==> src/rtl/cpu_ctrl_pkg.sv <==
// ---------------------------------------------------------------------------
// cpu_ctrl_pkg
// Shared definitions for the 8-bit CPU control path: the bit positions of
// the 15-bit control word, the idle (INACTIVE) word, the opcode map and the
// T-state landmarks used by the microcode sequencer.
// No ports (package).
// ---------------------------------------------------------------------------
package cpu_ctrl_pkg;

    // Control word layout {Cp,Ep,Lp,nLma,nLmd,nCE,nLr,nLi,nEi,nLa,Ea,sub,Eu,nLb,nLo}
    localparam int CP   = 14;
    localparam int EP   = 13;
    localparam int LP   = 12;
    localparam int NLMA = 11;
    localparam int NLMD = 10;
    localparam int NCE  = 9;
    localparam int NLR  = 8;
    localparam int NLI  = 7;
    localparam int NEI  = 6;
    localparam int NLA  = 5;
    localparam int EA   = 4;
    localparam int SUB  = 3;
    localparam int EU   = 2;
    localparam int NLB  = 1;
    localparam int NLO  = 0;

    localparam int CTRL_BITS = 15;

    typedef logic [CTRL_BITS-1:0] ctrl_word_t;

    // All active-low strobes high, all active-high strobes low.
    localparam ctrl_word_t INACTIVE = 15'h0FE3;

    // Opcode map; anything not listed behaves as NOP.
    localparam int unsigned OP_NOP = 0;
    localparam int unsigned OP_LDA = 1;
    localparam int unsigned OP_ADD = 2;
    localparam int unsigned OP_SUB = 3;
    localparam int unsigned OP_STA = 4;
    localparam int unsigned OP_LDI = 5;
    localparam int unsigned OP_JMP = 6;
    localparam int unsigned OP_JC  = 7;
    localparam int unsigned OP_JZ  = 8;
    localparam int unsigned OP_OUT = 14;
    localparam int unsigned OP_HLT = 15;

    // Fetch occupies T0..T2; execution starts at T3.
    localparam int unsigned FETCH_LAST = 2;
    localparam int unsigned EXEC_FIRST = 3;

    // Run/halt mode of the sequencer.
    typedef enum logic {
        SEQ_RUN  = 1'b0,
        SEQ_HALT = 1'b1
    } seq_mode_e;

    // One-hot mask for a single control bit. Every microcode word is
    // expressed as INACTIVE with a set of these masks XORed in, so each
    // word reads as the list of strobes it asserts.
    function automatic ctrl_word_t bitm(input int idx);
        ctrl_word_t m;
        m = '0;
        m[idx] = 1'b1;
        return m;
    endfunction

endpackage

==> src/rtl/control_sequencer_if.sv <==
// ---------------------------------------------------------------------------
// control_sequencer_if
// Bundles the sequencer's datapath-facing signals.
//   opcode     : IR opcode (valid from T3)
//   cf, zf     : stored ALU carry / zero flags
//   advance    : 1 = execute the current T-state and step, 0 = stall
//   ctrl       : 15-bit control word to every bus agent
//   t_state    : current T-state
//   halted     : high once HLT has executed
//   instr_done : high during the last T-state of each instruction
// Modports: master = CPU/datapath side, slave = the sequencer.
// ---------------------------------------------------------------------------
interface control_sequencer_if #(
    parameter int OPCODE_W = 4,
    parameter int T_STATES = 6,
    parameter int CTRL_W   = 15
);
    localparam int TW = $clog2(T_STATES);

    logic [OPCODE_W-1:0] opcode;
    logic                cf;
    logic                zf;
    logic                advance;
    logic [CTRL_W-1:0]   ctrl;
    logic [TW-1:0]       t_state;
    logic                halted;
    logic                instr_done;

    modport master (
        output opcode, cf, zf, advance,
        input  ctrl, t_state, halted, instr_done
    );

    modport slave (
        input  opcode, cf, zf, advance,
        output ctrl, t_state, halted, instr_done
    );

endinterface

==> src/rtl/control_rom.sv <==
// ---------------------------------------------------------------------------
// control_rom
// Purely combinational microcode table.
//   t_state : current T-state
//   opcode  : IR opcode
//   cf, zf  : ALU flags (only consulted by JC/JZ in T3)
//   word    : control word for this T-state (ungated)
//   last    : this T-state is the final one of the instruction
// ---------------------------------------------------------------------------
module control_rom
    import cpu_ctrl_pkg::*;
#(
    parameter int OPCODE_W = 4,
    parameter int T_STATES = 6
) (
    input  logic [$clog2(T_STATES)-1:0] t_state,
    input  logic [OPCODE_W-1:0]         opcode,
    input  logic                        cf,
    input  logic                        zf,
    output ctrl_word_t                  word,
    output logic                        last
);

    logic [31:0] op_ext;
    logic [31:0] ts_ext;

    // Widen both indices so opcodes wider than the defined map simply fall
    // into the default (NOP) arm.
    always_comb begin
        op_ext = 32'(opcode);
        ts_ext = 32'(t_state);
    end

    // Fetch is shared; from T3 the opcode selects the execute words.
    // Opcodes with no execute phase finish at the last fetch state.
    always_comb begin
        word = INACTIVE;
        last = 1'b0;
        if (ts_ext <= FETCH_LAST) begin
            case (ts_ext)
                0:       word = INACTIVE ^ (bitm(EP) | bitm(NLMA));
                1:       word = INACTIVE ^ bitm(CP);
                default: word = INACTIVE ^ (bitm(NCE) | bitm(NLI));
            endcase
            if (ts_ext == FETCH_LAST) begin
                case (op_ext)
                    OP_LDA, OP_ADD, OP_SUB, OP_STA, OP_LDI,
                    OP_JMP, OP_JC, OP_JZ, OP_OUT, OP_HLT: last = 1'b0;
                    default:                              last = 1'b1;
                endcase
            end
        end else begin
            case (op_ext)
                OP_LDA: begin
                    case (ts_ext)
                        3: word = INACTIVE ^ (bitm(NEI) | bitm(NLMA));
                        4: begin
                            word = INACTIVE ^ (bitm(NCE) | bitm(NLA));
                            last = 1'b1;
                        end
                        default: ;
                    endcase
                end
                OP_ADD, OP_SUB: begin
                    case (ts_ext)
                        3: word = INACTIVE ^ (bitm(NEI) | bitm(NLMA));
                        4: word = INACTIVE ^ (bitm(NCE) | bitm(NLB));
                        5: begin
                            word = INACTIVE ^ (bitm(EU) | bitm(NLA));
                            if (op_ext == OP_SUB) begin
                                word = word ^ bitm(SUB);
                            end
                            last = 1'b1;
                        end
                        default: ;
                    endcase
                end
                OP_STA: begin
                    case (ts_ext)
                        3: word = INACTIVE ^ (bitm(NEI) | bitm(NLMA));
                        4: word = INACTIVE ^ (bitm(EA) | bitm(NLMD));
                        5: begin
                            word = INACTIVE ^ bitm(NLR);
                            last = 1'b1;
                        end
                        default: ;
                    endcase
                end
                OP_LDI: begin
                    if (ts_ext == EXEC_FIRST) begin
                        word = INACTIVE ^ (bitm(NEI) | bitm(NLA));
                        last = 1'b1;
                    end
                end
                OP_JMP, OP_JC, OP_JZ: begin
                    // A conditional jump not taken still ends at T3, just
                    // without loading the program counter.
                    if (ts_ext == EXEC_FIRST) begin
                        if ((op_ext == OP_JMP) ||
                            (op_ext == OP_JC && cf) ||
                            (op_ext == OP_JZ && zf)) begin
                            word = INACTIVE ^ (bitm(NEI) | bitm(LP));
                        end
                        last = 1'b1;
                    end
                end
                OP_OUT: begin
                    if (ts_ext == EXEC_FIRST) begin
                        word = INACTIVE ^ (bitm(EA) | bitm(NLO));
                        last = 1'b1;
                    end
                end
                OP_HLT: begin
                    // Idle word; the sequencer latches the halt at this edge.
                    if (ts_ext == EXEC_FIRST) begin
                        last = 1'b1;
                    end
                end
                default: ;
            endcase
        end
    end

endmodule

==> src/rtl/control_sequencer.sv <==
// ---------------------------------------------------------------------------
// control_sequencer
// Microcode sequencer for the 8-bit CPU. Owns the T-state counter and the
// halt flag, looks up the control word in control_rom and gates it with
// reset, stall and halt.
//   clk : clock, rising edge
//   rst : synchronous reset, active-high
//   bus : control_sequencer_if.slave (opcode, cf, zf, advance in;
//         ctrl, t_state, halted, instr_done out)
// CTRL_W must be 15; the bit map is fixed by cpu_ctrl_pkg.
// ---------------------------------------------------------------------------
module control_sequencer
    import cpu_ctrl_pkg::*;
#(
    parameter int OPCODE_W = 4,
    parameter int T_STATES = 6,
    parameter int CTRL_W   = 15
) (
    input  logic                 clk,
    input  logic                 rst,
    control_sequencer_if.slave   bus
);

    localparam int TW = $clog2(T_STATES);

    logic [TW-1:0] t_q;
    logic [TW-1:0] t_d;
    seq_mode_e     mode_q;
    seq_mode_e     mode_d;
    ctrl_word_t    rom_word;
    logic          rom_last;
    logic          step;
    logic          gate;

    control_rom #(
        .OPCODE_W (OPCODE_W),
        .T_STATES (T_STATES)
    ) u_rom (
        .t_state (t_q),
        .opcode  (bus.opcode),
        .cf      (bus.cf),
        .zf      (bus.zf),
        .word    (rom_word),
        .last    (rom_last)
    );

    // State register: T-state counter and run/halt mode.
    always_ff @(posedge clk) begin
        if (rst) begin
            t_q    <= '0;
            mode_q <= SEQ_RUN;
        end else begin
            t_q    <= t_d;
            mode_q <= mode_d;
        end
    end

    // Next state. A stall or halt freezes the counter so no strobe is ever
    // repeated. The wrap at T_STATES-1 only guards against a missing 'last'.
    always_comb begin
        t_d    = t_q;
        mode_d = mode_q;
        step   = bus.advance && (mode_q == SEQ_RUN);
        if (step) begin
            if (rom_last || (t_q == TW'(T_STATES - 1))) begin
                t_d = '0;
            end else begin
                t_d = t_q + 1'b1;
            end
            if ((32'(bus.opcode) == OP_HLT) && (32'(t_q) == EXEC_FIRST)) begin
                mode_d = SEQ_HALT;
            end
        end
    end

    // Outputs. Reset, stall and halt all force the idle word and suppress
    // instr_done, so bus agents only ever see strobes on a real step.
    always_comb begin
        gate           = rst || !bus.advance || (mode_q == SEQ_HALT);
        bus.ctrl       = gate ? CTRL_W'(INACTIVE) : CTRL_W'(rom_word);
        bus.instr_done = !gate && rom_last;
        bus.t_state    = t_q;
        bus.halted     = (mode_q == SEQ_HALT);
    end

endmodule

==> src/flat_wrapper.sv <==
// flat-port wrapper written by rule: the top's interface ports become plain ports
module control_sequencer_flat import cpu_ctrl_pkg::*;
#(
    parameter int OPCODE_W = 4,
    parameter int T_STATES = 6,
    parameter int CTRL_W   = 15
)
  (clk, rst, bus_opcode, bus_cf, bus_zf, bus_advance, bus_ctrl, bus_t_state, bus_halted, bus_instr_done);
  control_sequencer_if #(.OPCODE_W(OPCODE_W), .T_STATES(T_STATES), .CTRL_W(CTRL_W)) bus_i ();
  input  logic clk;
  input  logic rst;
  input wire logic [$bits(bus_i.opcode)-1:0] bus_opcode;
  input wire logic [$bits(bus_i.cf)-1:0] bus_cf;
  input wire logic [$bits(bus_i.zf)-1:0] bus_zf;
  input wire logic [$bits(bus_i.advance)-1:0] bus_advance;
  output wire logic [$bits(bus_i.ctrl)-1:0] bus_ctrl;
  output wire logic [$bits(bus_i.t_state)-1:0] bus_t_state;
  output wire logic [$bits(bus_i.halted)-1:0] bus_halted;
  output wire logic [$bits(bus_i.instr_done)-1:0] bus_instr_done;
  assign bus_i.opcode = bus_opcode;
  assign bus_i.cf = bus_cf;
  assign bus_i.zf = bus_zf;
  assign bus_i.advance = bus_advance;
  assign bus_ctrl = bus_i.ctrl;
  assign bus_t_state = bus_i.t_state;
  assign bus_halted = bus_i.halted;
  assign bus_instr_done = bus_i.instr_done;
  control_sequencer #(.OPCODE_W(OPCODE_W), .T_STATES(T_STATES), .CTRL_W(CTRL_W)) u_core (.clk(clk), .rst(rst), .bus(bus_i));
endmodule
==> config.mk <==
export PLATFORM = sky130hd
export DESIGN_NAME = control_sequencer_flat
export DESIGN_NICKNAME = d
export VERILOG_FILES = /design/src/rtl/cpu_ctrl_pkg.sv /design/src/rtl/control_sequencer_if.sv /design/src/rtl/control_rom.sv /design/src/rtl/control_sequencer.sv /design/src/flat_wrapper.sv
export SDC_FILE = /design/constraint.sdc
export NUM_CORES = 1
export LEC_CHECK = 0
export ABC_CLOCK_PERIOD_IN_PS = 1800
export CORE_ASPECT_RATIO = 1.25
export CORE_MARGIN = 4
export CORE_UTILIZATION = 45
export CTS_BUF_LIST = sky130_fd_sc_hd__clkbuf_8
export DETAILED_ROUTE_END_ITERATION = 10
export PLACE_DENSITY = 0.91
export SLEW_MARGIN = 20
export SYNTH_ARGS = -nofsm -noshare
export SYNTH_HDL_FRONTEND = slang
export SYNTH_SLANG_ARGS = --single-unit
==> constraint.sdc <==
create_clock -name clk -period 1.8 [get_ports clk]
set_input_delay 0.18 -clock clk [delete_from_list [all_inputs] [get_ports clk]]
set_output_delay 0.18 -clock clk [all_outputs]
set_load 0.02 [all_outputs]
==> results of run 1 <==
[kinds of logic after synthesis]
| logic type | after synthesis | synth area share, % |
|---|---|---|
| AND/OR/NAND/NOR | 58 | 44.07 |
| AO/OA/AOI/OAI | 34 | 28.97 |
| adder cells (fa/ha/maj) | 5 | 7.704 |
| flip-flops | 4 | 9.862 |
| buffers and inverters | 13 | 9.399 |
[synthesized netlist by cell type (all sizes together)]
cell,n
o21ai,7
buf,7
o311ai,1
nor3,3
ha,5
a311o,1
and2,3
nor3b,4
nand4,3
nor4b,2
a21o,1
o21bai,1
a2bb2oi,1
o31ai,1
o21a,1
and2b,1
and3,5
inv,6
nand2b,1
dfxtp,4
a21boi,2
a32o,1
and3b,1
o211ai,1
nand2,12
o41ai,2
o2bb2ai,2
nor4,2
nor2b,5
or2,1
nor2,10
o31a,1
nand3,3
a21oi,10
nand3b,2
a32oi,1
[metrics by stage]
step	setup TNS (ns)	hold slack (ns)
floorplan	0	0.2491
global placement	-6.204	0.5647
detailed placement	-6.990	0.5656
CTS	-0.5694	0.6363
[repair_timing]
item,in CTS
buffers inserted,1
setup endpoints to repair,16
gates resized for setup,106
pin swaps,11
==> impl_metrics.toml, run 1 <==
[logic_synthesis]
avgSynthCellArea_sq_um = 7.123
ys_seq_area_share_pct = 9.861
netlist_area_sq_um = 812.0
yosys_warnings = 0
yosysTopAreaCell = "dfxtp_1"
synthCells = 114
synth_cell_type_count = 48
synth_nets = 128
synthTopCellsByArea = "dfxtp_1 (9.9%), ha_1 (7.7%), a21oi_1 (5.5%), nand2_1 (5.5%), nor2_1 (4.2%)"
synth_seq_cells = 4
synth_top_area_share_pct = 9.861

[clock_tree]
htree_levels = 1
clk_path_buf_depth = 2
holdBufCountCts = 0
numCtsBuffers = 3
cts_sinks = 4
root_buffer = "clkbuf_8"

[placed_design]
placed_cell_area_sq_um = 1363
portBuffers = 28
place_inst = 191
hpwl_mm = 2.319
place_congestion = 0.9341
pre_cts_ws_ns = -0.6280

[die]
row_count = 16
ios = 29
fp.dieH_microns = 55.50
fp.dieW_microns = 46.00
floorplan.initialDensity_pct = 49.47

[global_routing]
grt_max_degree = 15

[outcome]
tool.error = "[ERROR DPL-0038] Utilization greater than 100%, impossible to legalize"
lastStage = "global routing (5_1_grt)"
status = "stopped before the end"

[sta]
postGrtWorstEndpoint = "bus_ctrl[6]"
worstEndpointType = "top-level output"
==> run 2, diff against run 1 <==
--- a/config.mk
+++ b/config.mk
@@ -6,12 +6,10 @@
 export NUM_CORES = 1
 export LEC_CHECK = 0
 export ABC_CLOCK_PERIOD_IN_PS = 1800
-export CORE_ASPECT_RATIO = 1.25
-export CORE_MARGIN = 4
-export CORE_UTILIZATION = 45
-export CTS_BUF_LIST = sky130_fd_sc_hd__clkbuf_8
+export CORE_AREA = 4 4 65 67
 export DETAILED_ROUTE_END_ITERATION = 10
-export PLACE_DENSITY = 0.91
+export DIE_AREA = 0 0 69 71
+export PLACE_DENSITY_LB_ADDON = 0.15
 export SLEW_MARGIN = 20
 export SYNTH_ARGS = -nofsm -noshare
 export SYNTH_HDL_FRONTEND = slang
==> impl_metrics.toml, run 2 <==
[logic_synthesis]
async_reset_ff_share_pct = 0
yosysMostFrequentCell = "nand2_1"
synth_top_area_share_pct = 9.861
synth_nets = 128
synth_flop_cell = "dfxtp_1"
synth_edf_count = 0
synthTopCellsByArea = "dfxtp_1 (9.9%), ha_1 (7.7%), a21oi_1 (5.5%), nand2_1 (5.5%), nor2_1 (4.2%)"
yosysTopAreaCell = "dfxtp_1"
ys_seq_area_share_pct = 9.861
synth_seq_cells = 4
avgSynthCellArea_sq_um = 7.123
yosys-top-cells-count = "nand2_1 (12), a21oi_1 (9), nor2_1 (9)"
netlist_area_sq_um = 812.0
yosys_warnings = 0
synth_cell_type_count = 48
synthCells = 114

[placed_design]
pre_cts_ws_ns = -0.6386
place_congestion = 0.7982
hpwl_mm = 2.331
portBuffers = 28
placed_cell_area_sq_um = 1415

[drt]
drtAntennaViolNets = 0
dr.pass1.iters = 4
wl_mm = 3.156
post_drt_wl_per_cell_microns = 13.72
num_vias = 1093
detail_route.vias_per_cell = 4.752
drt_first_iter_violations = 55
drc = 0

[setup_path]
critPathMaxFanout = 4
crit_end = "bus_ctrl[6]"
crit_required_ns = 1.62
crit_arrival_ns = 1.74
startpoint = "u_core.bus.t_state[0]"
r2r-end = "u_core.bus.t_state[2]"
regToRegSetupSlack_ns = 0.17
timing.rr.start = "u_core.bus.t_state[0]"
r2r_cells = 7
criticalPathCategory = "flip-flop to output port"
cp-start-kind = "flip-flop"
worst_setup_path_end_kind = "output port"

[global_routing]
grt_max_degree = 15
grt_pass1_wl_mm = 5.230
grtUsageTotal_pct = 12.66
grt_pass1_vias = 1152
antenna_found_initial = 0
overflow = 0

[die]
core_sq_um = 3633
fp.dieH_microns = 71
floorplan.initialDensity_pct = 22.35
ios = 29
die_area_sq_um = 4899
row_count = 22
fp.dieW_microns = 69

[layout]
mostFrequentLayoutCells = "buf_4 (42), buf_6 (13), nand2_1 (11)"
final_common_cell = "buf_4"
drive_gt1_share_pct = 56.04
final_cell_area_sq_um = 1667
largest_reg_flops = 3
multiInputGateArea_sq_um = 844.6
seqCellArea_sq_um = 88.84
antenna_cells = 0
nFillCells = 375
nets = 198
area_growth_pct = 105.2

[sta]
slew-limit-headroom_pct = 76.62
period_minus_slack_ns = 1.919
tightestPinTransition_ns = 0.3470
fmax_mhz = 521.1
hold_violations = 0
min_period_over_period_pct = 106.6
setup_viol = 6
finalWorstSetupSlack_ns = -0.1189
setup-tns-final_ns = -0.3606
rsz0062_at_grt = "true"
skew_ns = 0.0003063
final_max_slew_viol_count = 0

[clock_tree]
cts_tree = "yes"
htree_levels = 1
holdBufCountCts = 0
numCtsBuffers = 3
root_buffer = "clkbuf_8"
clk_path_buf_depth = 2
cts_sinks = 4
clk_pin_slew_ns = 0.03
clk_latency_ns = 0.21

[min_path]
min_path_type = "flip-flop to flip-flop"

[outcome]
status = "finished with violations"
violations = "setup timing"

[power_and_ir_drop]
powerDensity_nw_per_um2 = 355.4
ir_drop_mv = 0.4132
p_leak_nw = 0.6772

[flow_run]
cap_viol_max_count = 0
-- run 2: cell counts after synthesis --
Identical to the previous run, type by type.
-- run 2: how the worst min path moves through the flow --
| stage | cells after the start | endpoint | startpoint |
|---|---|---|---|
| detailed placement | 3 | u_core.bus.t_state[2] | u_core.bus.t_state[2] |
| finish | 3 | u_core.bus.halted | u_core.bus.halted |
| global placement | 3 | u_core.bus.t_state[2] | u_core.bus.t_state[2] |
| CTS | 3 | u_core.bus.t_state[2] | u_core.bus.t_state[2] |
| floorplan | 1 | u_core.bus.halted | rst |
| global route | 2 | u_core.bus.t_state[0] | u_core.bus.t_state[0] |
-- run 2: worst max-delay path: stages (launching register included) --
cell,delay [ns]
dfxtp_4,0.39
inv_4,0.05
ha_4,0.17
o21ai_2,0.11
and3b_2,0.23
o21ai_1,0.06
a311o_1,0.37
buf_6,0.14
-- run 2: metal layers --
layer  track usage, %  routed length [microns]
met3            2.131                       90
met1            14.55                     1393
met5                0                        0
met2            24.05                     1672
met4            3.254                        0
-- run 2: what timing repair did --
item	in CTS	in global routing
endpoints found under the setup margin	16	15
resized for setup	108	28
pin swaps	13	9
setup buffers	1	3
endpoints found under the hold margin	0	0
-- run 2: cells by family after synthesis --
kind of cell	after synthesis	share of synthesized area, %
and+or+nand+nor	58	44.07
AOI/OAI and AO/OA	34	28.97
buffers and inverters	13	9.399
adders and majority gates	5	7.704
DFF	4	9.862
-- run 2: final cells by class --
cell class                 instances  share of cell area, %
clock buffer                       3                  2.477
inverter                           6                  1.802
multi-input combinational         97                  50.68
sequential                         4                  5.330
tap                               48                  3.604
timing repair buffer              72                  36.11
-- run 2: report_power, final --
part,internal [mW],switching [mW]
Combinational,0.153,0.150
Clock,0.142,0.0429
Sequential,0.0940,0.0104
Total,0.389,0.203
-- run 2: metrics by stage --
| stage | instances | hold WS [ns] | power, mW | utilization (%) |
|---|---|---|---|---|
| 2_1_floorplan | 114 | 0.2491 | 0.2256 | - |
| 5_1_grt | 230 | 0.6561 | 0.6304 | 45.87 |
| 3_3_place_gp | 223 | 0.5695 | 0.3479 | 38.95 |
| 3_5_place_dp | 223 | 0.5824 | 0.3489 | 38.95 |
| 6_report | 230 | 0.6257 | 0.5923 | 45.87 |
| 4_1_cts | 227 | 0.6218 | 0.5740 | 43.08 |
(Power assumes the default switching activity.)
==> run 3, diff against run 2 <==
--- a/config.mk
+++ b/config.mk
@@ -5,6 +5,7 @@
 export SDC_FILE = /design/constraint.sdc
 export NUM_CORES = 1
 export LEC_CHECK = 0
+export ABC_AREA = 1
 export ABC_CLOCK_PERIOD_IN_PS = 1800
 export CORE_AREA = 4 4 65 67
 export DETAILED_ROUTE_END_ITERATION = 10
@@ -14,3 +15,4 @@
 export SYNTH_ARGS = -nofsm -noshare
 export SYNTH_HDL_FRONTEND = slang
 export SYNTH_SLANG_ARGS = --single-unit
+export TNS_END_PERCENT = 20
==> impl_metrics.toml, run 3 <==
[global_routing]
grt_pass1_wl_mm = 4.547
antenna_found_initial = 0
grtUsageTotal_pct = 11.03
overflow = 0
grt_max_degree = 7
grt_pass1_vias = 1045

[layout]
largest_reg_flops = 3
stdcell_count = 242
nFillCells = 410
antenna_cells = 0
seqCellArea_sq_um = 87.58
area_growth_pct = 118.5
final_cell_area_sq_um = 1578
nets = 210
multiInputGateArea_sq_um = 735.7
mostFrequentLayoutCells = "buf_4 (47), nand2_1 (16), inv_1 (15)"
drive_gt1_share_pct = 57.73
final_common_cell = "buf_4"

[drt]
wl_mm = 2.712
num_vias = 1071
drc = 0
post_drt_wl_per_cell_microns = 11.21
drt_first_iter_violations = 48
detail_route.vias_per_cell = 4.426
drtAntennaViolNets = 0
dr.pass1.iters = 4

[sta]
min_period_over_period_pct = 101.5
fmax_mhz = 547.6
tightestPinTransition_ns = 0.3790
hold_slack_ns = 0.4724
finalWorstSetupSlack_ns = -0.02619
hold_violations = 0
period_minus_slack_ns = 1.826
setup_viol = 3
setup-tns-final_ns = -0.07100
slew-limit-headroom_pct = 74.46
skew_ns = 0.0001670
final_max_slew_viol_count = 0
rsz0062_at_grt = "true"

[min_path]
min_to = "u_core.bus.halted"
hold_path_depth = 2
min_path_type = "flip-flop to flip-flop"
hp-start = "u_core.bus.halted"

[clock_tree]
root_buffer = "clkbuf_8"
clk_pin_slew_ns = 0.03
clk_latency_ns = 0.22
holdBufCountCts = 0
numCtsBuffers = 3
cts_sinks = 4
clk_path_buf_depth = 2
htree_levels = 1
cts_tree = "yes"

[placed_design]
place_inst = 236
place_congestion = 0.8237
placed_cell_area_sq_um = 1366
portBuffers = 28
hpwl_mm = 2.233

[power_and_ir_drop]
p_leak_nw = 0.6739
power_mw = 0.5522
powerDensity_nw_per_um2 = 350.0
ir_drop_mv = 0.3548

[logic_synthesis]
synth_top_family_by_area = "simple AND/OR/NAND/NOR gates"
yosysMostFrequentCell = "inv_1"
synthCells = 121
synth_cell_type_count = 27
async_reset_ff_share_pct = 0
synth_xor_area_share_pct = 0
synth_flop_cell = "dfxtp_1"
yosysTopAreaCell = "dfxtp_1"
ys_seq_area_share_pct = 11.09
synthAdderAreaFrac_pct = 8.666
synth_top_area_share_pct = 11.09
synth_seq_cells = 4
synth_compound_area_share_pct = 20.80
synthTopCellsByArea = "dfxtp_1 (11%), inv_1 (11%), nand2_1 (9.9%), ha_1 (8.7%), a21oi_1 (6.2%)"
yosys_warnings = 0
avgSynthCellArea_sq_um = 5.966
netlist_area_sq_um = 721.9
synth_edf_count = 0
synth_nets = 135
synth_mux_area_share_pct = 0
synth-simple-area-share_pct = 45.41
yosys-top-cells-count = "inv_1 (21), nand2_1 (19), a21oi_1 (9), nor2_1 (9), nand4_1 (7)"

[setup_path]
slowest_delay_ns = 0.37
cp-start-kind = "flip-flop"
worst_setup_path_end_kind = "output port"
crit_arrival_ns = 1.65
path_buf_inv = 3
r2r_cells = 9
r2r-end = "u_core.bus.t_state[2]"
regToRegSetupSlack_ns = 0.39
cp_top_family = "compound AO/OA/AOI/OAI gates"
criticalPathCategory = "flip-flop to output port"
timing.rr.start = "u_core.bus.t_state[0]"
critPathMaxFanout = 4
crit_required_ns = 1.62
worst_path_max_delay_cell = "dfxtp_4"
crit_chain = "inv_4 -> ha_4 -> o21ai_4 -> nand2_2 -> inv_2 -> nand3_2 -> a21oi_2 -> o21ai_1 -> buf_2"

[die]
ios = 29
fp.dieH_microns = 71
core_sq_um = 3633
die_area_sq_um = 4899
floorplan.initialDensity_pct = 19.87
row_count = 22
fp.dieW_microns = 69

[flow_run]
cap_viol_max_count = 0

[outcome]
status = "finished with violations"
violations = "setup timing"
==> run 3: changes by cell type after synthesis, moves of 3 or more <==
cell,delta
nand2_2,+6
buf_2,-4
nor2_2,+3
inv_1,+16
nor2_4,+3
and3_1,-4
nand2_1,+7
nand4_1,+4
==> run 3: cell families after synthesis <==
kind of cell    after synthesis
compound gates               25
fa+ha+maj                     5
flops                         4
buf+inv                      25
simple gates                 62
==> run 3: tightest hold or removal path, cell delays in order (launching register included) <==
cell	delay [ns]
dfxtp_1	0.30
inv_1	0.06
a21oi_1	0.06
==> run 3: how the worst max path moves through the flow <==
stage	from	to	depth (start not counted)	slack, ns
detailed placement	bus_opcode[2]	bus_ctrl[11]	9	-0.63
CTS	u_core.bus.t_state[0]	bus_ctrl[9]	8	-0.16
global route	u_core.bus.t_state[0]	bus_ctrl[8]	9	-0.11
global placement	bus_opcode[3]	bus_ctrl[12]	9	-0.64
finish	u_core.bus.t_state[0]	bus_ctrl[10]	9	-0.03
floorplan	u_core.bus.t_state[0]	bus_ctrl[6]	8	-0.03
==> run 3: per-stage QoR <==
step                      utilization [%]  setup slack, ns
after CTS                           39.05          -0.1628
final                               43.42         -0.02619
after detailed placement            37.60          -0.6261
after floorplan                         -         -0.02958
after global routing                43.42          -0.1118
after global placement              37.60          -0.6367
==> run 3: metal layers <==
layer  vias to the layer above  track usage [%]  routed length (microns)
met3                         2            1.420                       75
met1                       492            12.68                     1171
met5                         -                0                        0
met2                        20            20.44                     1447
li1                        557                -                        -
met4                         0            4.555                       17
==> run 3: what timing repair did <==
| item | CTS | global route |
|---|---|---|
| resized for setup | 83 | 52 |
| buffers inserted | 0 | 3 |
| gates cloned | 0 | 0 |
| pin swaps | 5 | 11 |
| endpoints found under the setup margin | 16 | 16 |
==> run 3: layout make-up <==
class	instances	share of cell area [%]
clock buffer	3	2.617
multi-input combinational	92	46.63
timing repair buffer	72	35.61
tap	48	3.807
inverter	23	5.789
sequential	4	5.551
==> run 3: power breakdown <==
group	switching, mW	internal (mW)	leakage (nW)
logic	0.137	0.125	0.618
clock network	0.0464	0.142	0.0216
registers	0.00813	0.0928	0.0339
total	0.192	0.360	0.674
==> run 4, diff against run 3 <==
--- a/config.mk
+++ b/config.mk
@@ -6,8 +6,9 @@
 export NUM_CORES = 1
 export LEC_CHECK = 0
 export ABC_AREA = 1
-export ABC_CLOCK_PERIOD_IN_PS = 1800
+export ABC_CLOCK_PERIOD_IN_PS = 1700
 export CORE_AREA = 4 4 65 67
+export CTS_BUF_LIST = sky130_fd_sc_hd__clkbuf_8 sky130_fd_sc_hd__clkbuf_16
 export DETAILED_ROUTE_END_ITERATION = 10
 export DIE_AREA = 0 0 69 71
 export PLACE_DENSITY_LB_ADDON = 0.15
==> constraint.sdc (replaced) <==
create_clock -name clk -period 1.7 [get_ports clk]
set_input_delay 0.17 -clock clk [delete_from_list [all_inputs] [get_ports clk]]
set_output_delay 0.17 -clock clk [all_outputs]
set_load 0.02 [all_outputs]
==> impl_metrics.toml, run 4 (synthesized netlist as in run 3, its figures left out) <==
[drt]
drc = 0
post_drt_wl_per_cell_microns = 11.78
drtAntennaViolNets = 0
num_vias = 1078
wl_mm = 2.921
detail_route.vias_per_cell = 4.347
dr.pass1.iters = 4
drt_first_iter_violations = 27

[clock_tree]
cts_sinks = 4
clk_latency_ns = 0.22
cts_tree = "yes"
root_buffer = "clkbuf_8"
numCtsBuffers = 3
clk_pin_slew_ns = 0.03
htree_levels = 1
clk_path_buf_depth = 2

[outcome]
status = "finished with violations"
violations = "setup timing"

[power_and_ir_drop]
p_seq_share_pct = 18.1
p_leak_nw = 0.7156
sw_frac_of_total_pct = 33.88
ir_drop_mv = 0.3733
clockPowerShare_pct = 33.7
power_frac_comb_pct = 48.2
power_mw = 0.5879
switchingPower_mw = 0.1992
powerDensity_nw_per_um2 = 360.9
p_int_mw = 0.3888

[min_path]
hold_path_depth = 2
min_path_type = "flip-flop to flip-flop"
min_to = "u_core.bus.halted"
hp-start = "u_core.bus.halted"

[global_routing]
antenna_found_initial = 0
grt_max_degree = 7
overflow = 0
grtUsageTotal_pct = 12.10
grt_pass1_wl_mm = 5.064
grt_pass1_vias = 1148

[setup_path]
r2r-end = "u_core.bus.t_state[1]"
worst_setup_path_end_kind = "output port"
regToRegSetupSlack_ns = 0.20
timing.rr.start = "u_core.bus.t_state[1]"
cp-start-kind = "flip-flop"
r2r_cells = 9
crit_required_ns = 1.53
crit_arrival_ns = 1.67
criticalPathCategory = "flip-flop to output port"
critPathMaxFanout = 4

[sta]
tightestPinTransition_ns = 0.4343
finalWorstSetupSlack_ns = -0.1405
min_period_over_period_pct = 108.3
final_max_slew_viol_count = 0
period_minus_slack_ns = 1.840
setup_viol = 13
fmax_mhz = 543.3
slew-limit-headroom_pct = 71.02
rsz0062_at_grt = "true"
hold_violations = 0
setup-tns-final_ns = -1.335
skew_ns = 0.001578

[die]
floorplan.initialDensity_pct = 19.87
core_sq_um = 3633
row_count = 22
fp.dieH_microns = 71
fp.dieW_microns = 69
die_area_sq_um = 4899
ios = 29

[layout]
antenna_cells = 0
mostFrequentLayoutCells = "buf_4 (50), inv_1 (18), nand2_1 (16)"
nFillCells = 399
area_growth_pct = 125.6
seqCellArea_sq_um = 88.84
drive_gt1_share_pct = 57.50
multiInputGateArea_sq_um = 705.7
largest_reg_flops = 3
final_common_cell = "buf_4"
nets = 216

[placed_design]
portBuffers = 28
pre_cts_ws_ns = -0.7649
hpwl_mm = 2.401
place_congestion = 0.7600

[flow_run]
cap_viol_max_count = 0
[run 4: metal layers]
layer / track usage [%] / part of all wire (%) / vias to the layer above
met3: 1.420 / 2.8 / 0
li1: - / - / 572
met5: 0 / 0 / -
met2: 22.56 / 52 / 21
met1: 14.79 / 45 / 485
met4: 2.603 / 0 / 0
[run 4: worst max-delay path by stage]
stage / to / startpoint
final: bus_ctrl[11] / u_core.bus.t_state[1]
after global routing: bus_ctrl[11] / u_core.bus.t_state[1]
after CTS: bus_ctrl[11] / u_core.bus.t_state[1]
after detailed placement: bus_ctrl[12] / bus_opcode[3]
after global placement: bus_ctrl[12] / bus_opcode[3]
after floorplan: bus_ctrl[6] / u_core.bus.t_state[0]
[run 4: layout make-up]
type	instances	area share, %
clock buffer	3	2.535
inverter	23	5.760
multi-input combinational	92	43.32
sequential	4	5.453
tap	48	3.687
timing repair buffer	78	39.25
[run 4: what timing repair did]
| action | CTS | global route |
|---|---|---|
| hold buffers | 0 | 0 |
| pin swaps | 10 | 8 |
| setup endpoints to repair | 16 | 16 |
| setup buffers | 2 | 2 |
| gates resized for setup | 122 | 9 |
[run 4: power by group through the flow]
stage | Clock (mW) | Combinational (mW) | Sequential, mW
global route | 0.210 | 0.310 | 0.107
floorplan | 0 | 0.107 | 0.110
finish | 0.198 | 0.283 | 0.106
CTS | 0.204 | 0.272 | 0.107
detailed placement | 0 | 0.247 | 0.105
global placement | 0 | 0.246 | 0.105
[run 4: stage by stage]
stage | std cells | hold WS (ns) | cell area [sq um] | util (%)
6_report | 248 | 0.4600 | 1629 | 44.83
3_3_place_gp | 241 | 0.4575 | 1411 | 38.84
5_1_grt | 248 | 0.5030 | 1629 | 44.83
2_1_floorplan | 121 | 0.2317 | 742.0 | -
4_1_cts | 246 | 0.4621 | 1582 | 43.53
3_5_place_dp | 241 | 0.4601 | 1411 | 38.84
[run 4: worst max-delay path, cell delays in order, from the launching register on]
cell and delay, ns:
dfxtp_4 0.36, buf_12 0.13, ha_4 0.16, o21ai_4 0.15, nand2_2 0.11, clkinv_4 0.08
nand3_4 0.09, nor3_2 0.19, a21oi_2 0.06, buf_6 0.14
